**src/rtl/stall_ctrl_pkg.sv**
```systemverilog
// Shared types and constants for the ID-stage stall controller.
package stall_ctrl_pkg;

  typedef enum logic {
    RUN  = 1'b0,
    HOLD = 1'b1
  } state_t;

  localparam logic [4:0] REG_ZERO = 5'd0;

  // Total stall cycles each hazard class requires
  localparam logic [3:0] STALL_NONE     = 4'd0;
  localparam logic [3:0] STALL_LOAD_USE = 4'd1;
  localparam logic [3:0] STALL_BR_ALU   = 4'd1;
  localparam logic [3:0] STALL_BR_LOAD  = 4'd2;

  function automatic logic [3:0] max_len(input logic [3:0] a, input logic [3:0] b);
    return (a > b) ? a : b;
  endfunction

endpackage

```
**src/rtl/stall_ctrl_hazard_detect.sv**
```systemverilog
// Combinational hazard matching; returns the longest stall length required.
// Mul/div stalls exist only when STALL_CTRL_MULDIV_EN is defined.
module hazard_detect
  import stall_ctrl_pkg::*;
#(
  parameter int DIV_CYCLES = 8
) (
  input  logic [4:0] rs,
  input  logic [4:0] rt,
  input  logic       ex_mem_read,
  input  logic       ex_reg_write,
  input  logic [4:0] ex_write_reg,
  input  logic       branch,
  input  logic       mul_div,
  output logic [3:0] stall_len
);

  logic src_match;
  logic load_use;
  logic br_alu;
  logic br_load;
  logic [3:0] md_len;

  // Register 0 never matches: a zero destination cannot create a hazard
  assign src_match = (ex_write_reg != REG_ZERO) &&
                     ((ex_write_reg == rs) || (ex_write_reg == rt));
  assign load_use  = ex_mem_read && src_match;
  assign br_alu    = branch && ex_reg_write && !ex_mem_read && src_match;
  assign br_load   = branch && load_use;

`ifdef STALL_CTRL_MULDIV_EN
  assign md_len = mul_div ? 4'(DIV_CYCLES - 1) : STALL_NONE;
`else
  logic unused_muldiv;
  assign unused_muldiv = mul_div ^ DIV_CYCLES[0];
  assign md_len        = STALL_NONE;
`endif

  always_comb begin
    stall_len = STALL_NONE;
    if (load_use) stall_len = max_len(stall_len, STALL_LOAD_USE);
    if (br_alu)   stall_len = max_len(stall_len, STALL_BR_ALU);
    if (br_load)  stall_len = max_len(stall_len, STALL_BR_LOAD);
    stall_len = max_len(stall_len, md_len);
  end

endmodule

```
**src/rtl/stall_ctrl.sv**
```systemverilog
// Pipeline stall controller: RUN/HOLD FSM, hold counter and stall statistics.
// Optional feature macro: STALL_CTRL_MULDIV_EN (multi-cycle mul/div stalls).
module stall_ctrl
  import stall_ctrl_pkg::*;
#(
  parameter int DIV_CYCLES = 8
) (
  input  logic        Clk,
  input  logic        Reset,
  input  logic [4:0]  IFID_Rs,
  input  logic [4:0]  IFID_Rt,
  input  logic        IDEX_MemRead,
  input  logic        IDEX_RegWrite,
  input  logic [4:0]  IDEX_WriteReg,
  input  logic        ID_Branch,
  input  logic        ID_MulDiv,
  input  logic        BranchTaken,
  output logic        PCWrite,
  output logic        IFIDWrite,
  output logic        IFIDFlush,
  output logic        IDEXBubble,
  output logic [31:0] StallCount
);

  state_t      state_reg, state_next;
  logic [3:0]  cnt_reg, cnt_next;
  logic [31:0] count_reg;
  logic [3:0]  stall_len;
  logic        stall;
  logic        mul_div;

`ifdef STALL_CTRL_MULDIV_EN
  // The mul/div stays in ID for its release cycle; mask it so it does not re-arm
  logic release_reg;
  assign mul_div = ID_MulDiv & ~release_reg;
`else
  assign mul_div = ID_MulDiv;
`endif

  hazard_detect #(
    .DIV_CYCLES(DIV_CYCLES)
  ) u_hazard_detect (
    .rs          (IFID_Rs),
    .rt          (IFID_Rt),
    .ex_mem_read (IDEX_MemRead),
    .ex_reg_write(IDEX_RegWrite),
    .ex_write_reg(IDEX_WriteReg),
    .branch      (ID_Branch),
    .mul_div     (mul_div),
    .stall_len   (stall_len)
  );

  always_comb begin
    state_next = state_reg;
    cnt_next   = cnt_reg;
    stall      = 1'b0;
    case (state_reg)
      RUN: begin
        if (stall_len != STALL_NONE) begin
          stall = 1'b1;
          if (stall_len > 4'd1) begin
            cnt_next   = stall_len - 4'd2;
            state_next = HOLD;
          end
        end
      end
      HOLD: begin
        stall = 1'b1;
        if (cnt_reg == 4'd0) state_next = RUN;
        else                 cnt_next   = cnt_reg - 4'd1;
      end
      default: state_next = RUN;
    endcase
    if (Reset) stall = 1'b0;
  end

  assign PCWrite    = ~stall;
  assign IFIDWrite  = ~stall;
  assign IDEXBubble = stall;
  assign IFIDFlush  = ~stall & ~Reset & BranchTaken;
  assign StallCount = count_reg;

  always_ff @(posedge Clk) begin
    if (Reset) begin
      state_reg <= RUN;
      cnt_reg   <= 4'd0;
      count_reg <= 32'd0;
    end else begin
      state_reg <= state_next;
      cnt_reg   <= cnt_next;
      if (stall && (count_reg != 32'hFFFF_FFFF)) count_reg <= count_reg + 32'd1;
    end
  end

`ifdef STALL_CTRL_MULDIV_EN
  always_ff @(posedge Clk) begin
    if (Reset) release_reg <= 1'b0;
    else       release_reg <= stall && (state_next == RUN);
  end
`endif

endmodule

```
**config.mk**
```make
export PLATFORM = sky130hd
export DESIGN_NAME = stall_ctrl
export DESIGN_NICKNAME = d
export VERILOG_FILES = /design/src/rtl/stall_ctrl_pkg.sv /design/src/rtl/stall_ctrl_hazard_detect.sv /design/src/rtl/stall_ctrl.sv
export SDC_FILE = /design/constraint.sdc
export NUM_CORES = 1
export LEC_CHECK = 0
export BUFFER_PORTS_ARGS = -buffer_cell sky130_fd_sc_hd__buf_2
export CORE_MARGIN = 5
export CORE_UTILIZATION = 44
export CTS_CLUSTER_DIAMETER = 50
export DETAILED_ROUTE_END_ITERATION = 7
export PLACE_DENSITY = 0.68
export SKIP_CTS_REPAIR_TIMING = 1
export SYNTH_ARGS = -nofsm -noshare
export SYNTH_HDL_FRONTEND = slang
export SYNTH_HIERARCHICAL = 1
export SYNTH_SLANG_ARGS = --single-unit
```
**constraint.sdc**
```tcl
create_clock -name Clk -period 4.7 [get_ports Clk]
set_input_delay 0.94 -clock Clk [delete_from_list [all_inputs] [get_ports Clk]]
set_output_delay 0.94 -clock Clk [all_outputs]
set_load 0.005 [all_outputs]
```
==> flow_summary.yaml <==
sta:
  tightest_slew_ns: 1.03
  slew_viol_final: 0
  finalHoldViolations: 0
  layout_min_cycle_time_ns: 3.72
  skew_ns: 0.00955
  rsz0062_at_grt: "no"
  setup_violations: 0
  maxSlewHeadroom_pct: 31.1
  timing.final.crit_share_pct: 79.2
  fmax_ghz: 0.269
  fin_tns_setup_ns: 0
  whs_ns: 0.498
cells_and_area:
  drive_gt1_share_pct: 22.6
  finalInstanceArea_um2: 2570
  final_nets: 350
  n_antenna_cell: 0
  syn2layout_area_growth_pct: 15.7
  fin_util_pct: 53.3
  largest_register_ffs: 32
critical_path:
  cpMostUsedCell: "buf_2"
  cp_slowest_cell: "a21o_1"
  ff2ff_setup_slack_ns: 2.12
  worstSetupEndpointType: "output pin"
  required_ns: 3.76
  cp_max_fo: 10
  worstPathArrival_ns: 2.78
  crit_chain: "buf_2 -> xor2_1 -> nor3_1 -> a32oi_1 -> nor2_1 -> nor4_4 -> a21o_1 -> inv_2 -> buf_2"
  cp-start-kind: "primary input"
  criticalPathCategory: "in2out"
  slowest_delay_ns: 0.42
clocking:
  htreeDepth: 2
  cts_made_buffers: 5
  clockBufferDepth: 2
  clock_latency_ns: 0.29
  clock-root-buffer: "clkbuf_8"
  cts_sinks: 37
  path_clk_slew_ns: 0.07
  cts_tree: "yes"
logic_synthesis:
  synth-warning-count: 6
  synth_edf_count: 0
  syn_avg_cell_area_um2: 8.11
  yosysTopAreaCell: "dfxtp_1"
  synth_top_area_share_pct: 33.4
  synthesis.area_um2: 2220
  synth_ff_type: "dfxtp_1"
  yosys_register_bits: 37
  synthDistinctLibCells: 44
  synth.yosys.seq_area_share_pct: 33.4
  async_flop_share_pct: 0
  synthCells: 274
  synthTopCellsByArea: "dfxtp_1 33%, or4_1 5.1%, a21oi_1 4.7%"
floorplanning:
  core_um2: 4820
  chipWidth_um: 81.0
  io_pins: 58
  start_util_pct: 46.1
  rows: 25
  die_y_um: 81.0
  dieArea_um2: 6570
grt:
  grt_max_degree: 48
  grt_pass1_vias: 2077
  antenna_found_initial: 0
  grt_pass1_wl_mm: 9.10
  grt_use_total_pct: 17.4
  grt_remaining_overflow: 0
placed_design:
  dpl_cell_area_um2: 2490
  post-dp-hpwl_mm: 3.83
  globalplace.congestion: 0.804
  port_buffers: 56
run_status:
  outcome: "finished, final reports clean"
route:
  vias_per_cell: 5.56
  drtAntennaViolNets: 0
  routed_wire_length_per_instance_um: 13.5
  drt_iter0_drc: 96
  post-route-drc-count: 0
  drtPass1Iterations: 4
  drt_wl_total_mm: 5.28
  dr_total_vias: 2168
power_and_ir_drop:
  pwr_density_cell_nw_per_um2: 247
  p_leak_nw: 1.03
  total_power_mw: 0.633
  ir_drop_mv: 0.113
run:
  cap_violations: 0
worst_hold_path:
  hold_path_class: "reg2reg"
## critical path: cells and delay by family
kind                      cells  cell delay, ns
buffers and inverters         3            0.47
AOI/OAI and AO/OA             2            0.65
and+or+nand+nor               3            0.57
xor gates and xnor gates      1            0.16
## Yosys cell counts, types with 3 or more instances
cell / instances
dfxtp_1: 37
a21oi_1: 21
o21ai_0: 20
nand2_1: 19
nor2_1: 19
or4_1: 15
nand3_1: 13
or3_1: 13
xor2_1: 10
nor3_1: 9
o31ai_1: 9
and3_1: 8
nand4_1: 8
nor2b_1: 8
inv_1: 7
clkbuf_1: 5
mux2_2: 5
buf_6: 4
ha_1: 4
nor4_1: 4
xnor2_1: 4
and4_1: 3
buf_2: 3
buf_4: 3
mux2i_1: 3
## cell families (layout without fill, tap and decap cells)
group                    count (synthesis)  after routing  synth area share [%]
flip-flops                              37             37                  33.4
multiplexers                             8              8                  3.89
other                                    1              2                 0.169
XOR/XNOR                                14             14                  5.52
adder cells (fa/ha/maj)                  4              4                  2.25
AND/OR/NAND/NOR                        129            129                  33.6
buffers and inverters                   23             71                  5.92
AO/OA/AOI/OAI                           58             58                  15.3
## path summary, 6_finish.rpt
kind                                  startpoint             end  depth (start not counted)
worst min register to register     StallCount[9]   StallCount[9]                          2
worst max register to register    StallCount[26]  StallCount[21]                          5
worst max-delay path            IDEX_WriteReg[0]      IDEXBubble                          9
worst min-delay path               StallCount[9]   StallCount[9]                          2
## power breakdown
group	switching (mW)	internal [mW]
combinational	0.0498	0.0404
sequential	0.0141	0.325
clock	0.106	0.0975
total	0.170	0.463
## cells in the final DEF (no fill, tap or decap), types with 8 or more instances in the layout
master / count
buf_2: 56
dfxtp_1: 37
a21oi_1: 21
o21ai_0: 20
nand2_1: 19
nor2_1: 19
or4_1: 15
nand3_1: 13
or3_1: 13
xor2_1: 10
nor3_1: 9
o31ai_1: 9
and3_1: 8
nand4_1: 8
nor2b_1: 8
## through the flow
step / instances / setup slack (ns)
after floorplan: 275 / 1.40
after global placement: 384 / 0.984
after detailed placement: 384 / 0.948
after CTS: 390 / 0.941
after global routing: 390 / 0.815
final: 390 / 0.976
## per-layer routing
| metal | global-route usage, % | vias up | routed length (um) |
|---|---|---|---|
| li1 | - | 1110 | - |
| met3 | 3.99 | 6 | 336 |
| met1 | 21.6 | 995 | 2470 |
| met4 | 5.91 | 0 | 72 |
| met2 | 29.6 | 57 | 2400 |
| met5 | 0 | - | 0 |
## layout make-up
class / instances / area, um^2
fillers: 516 / 2250
multi-input cells: 215 / 1350
flip-flops and latches: 37 / 741
repair buffers: 57 / 288
well taps: 67 / 83.8
clock buffers: 5 / 68.8
inverters: 8 / 30.0
clock inverters: 1 / 5.00
(Power assumes the default switching activity.)
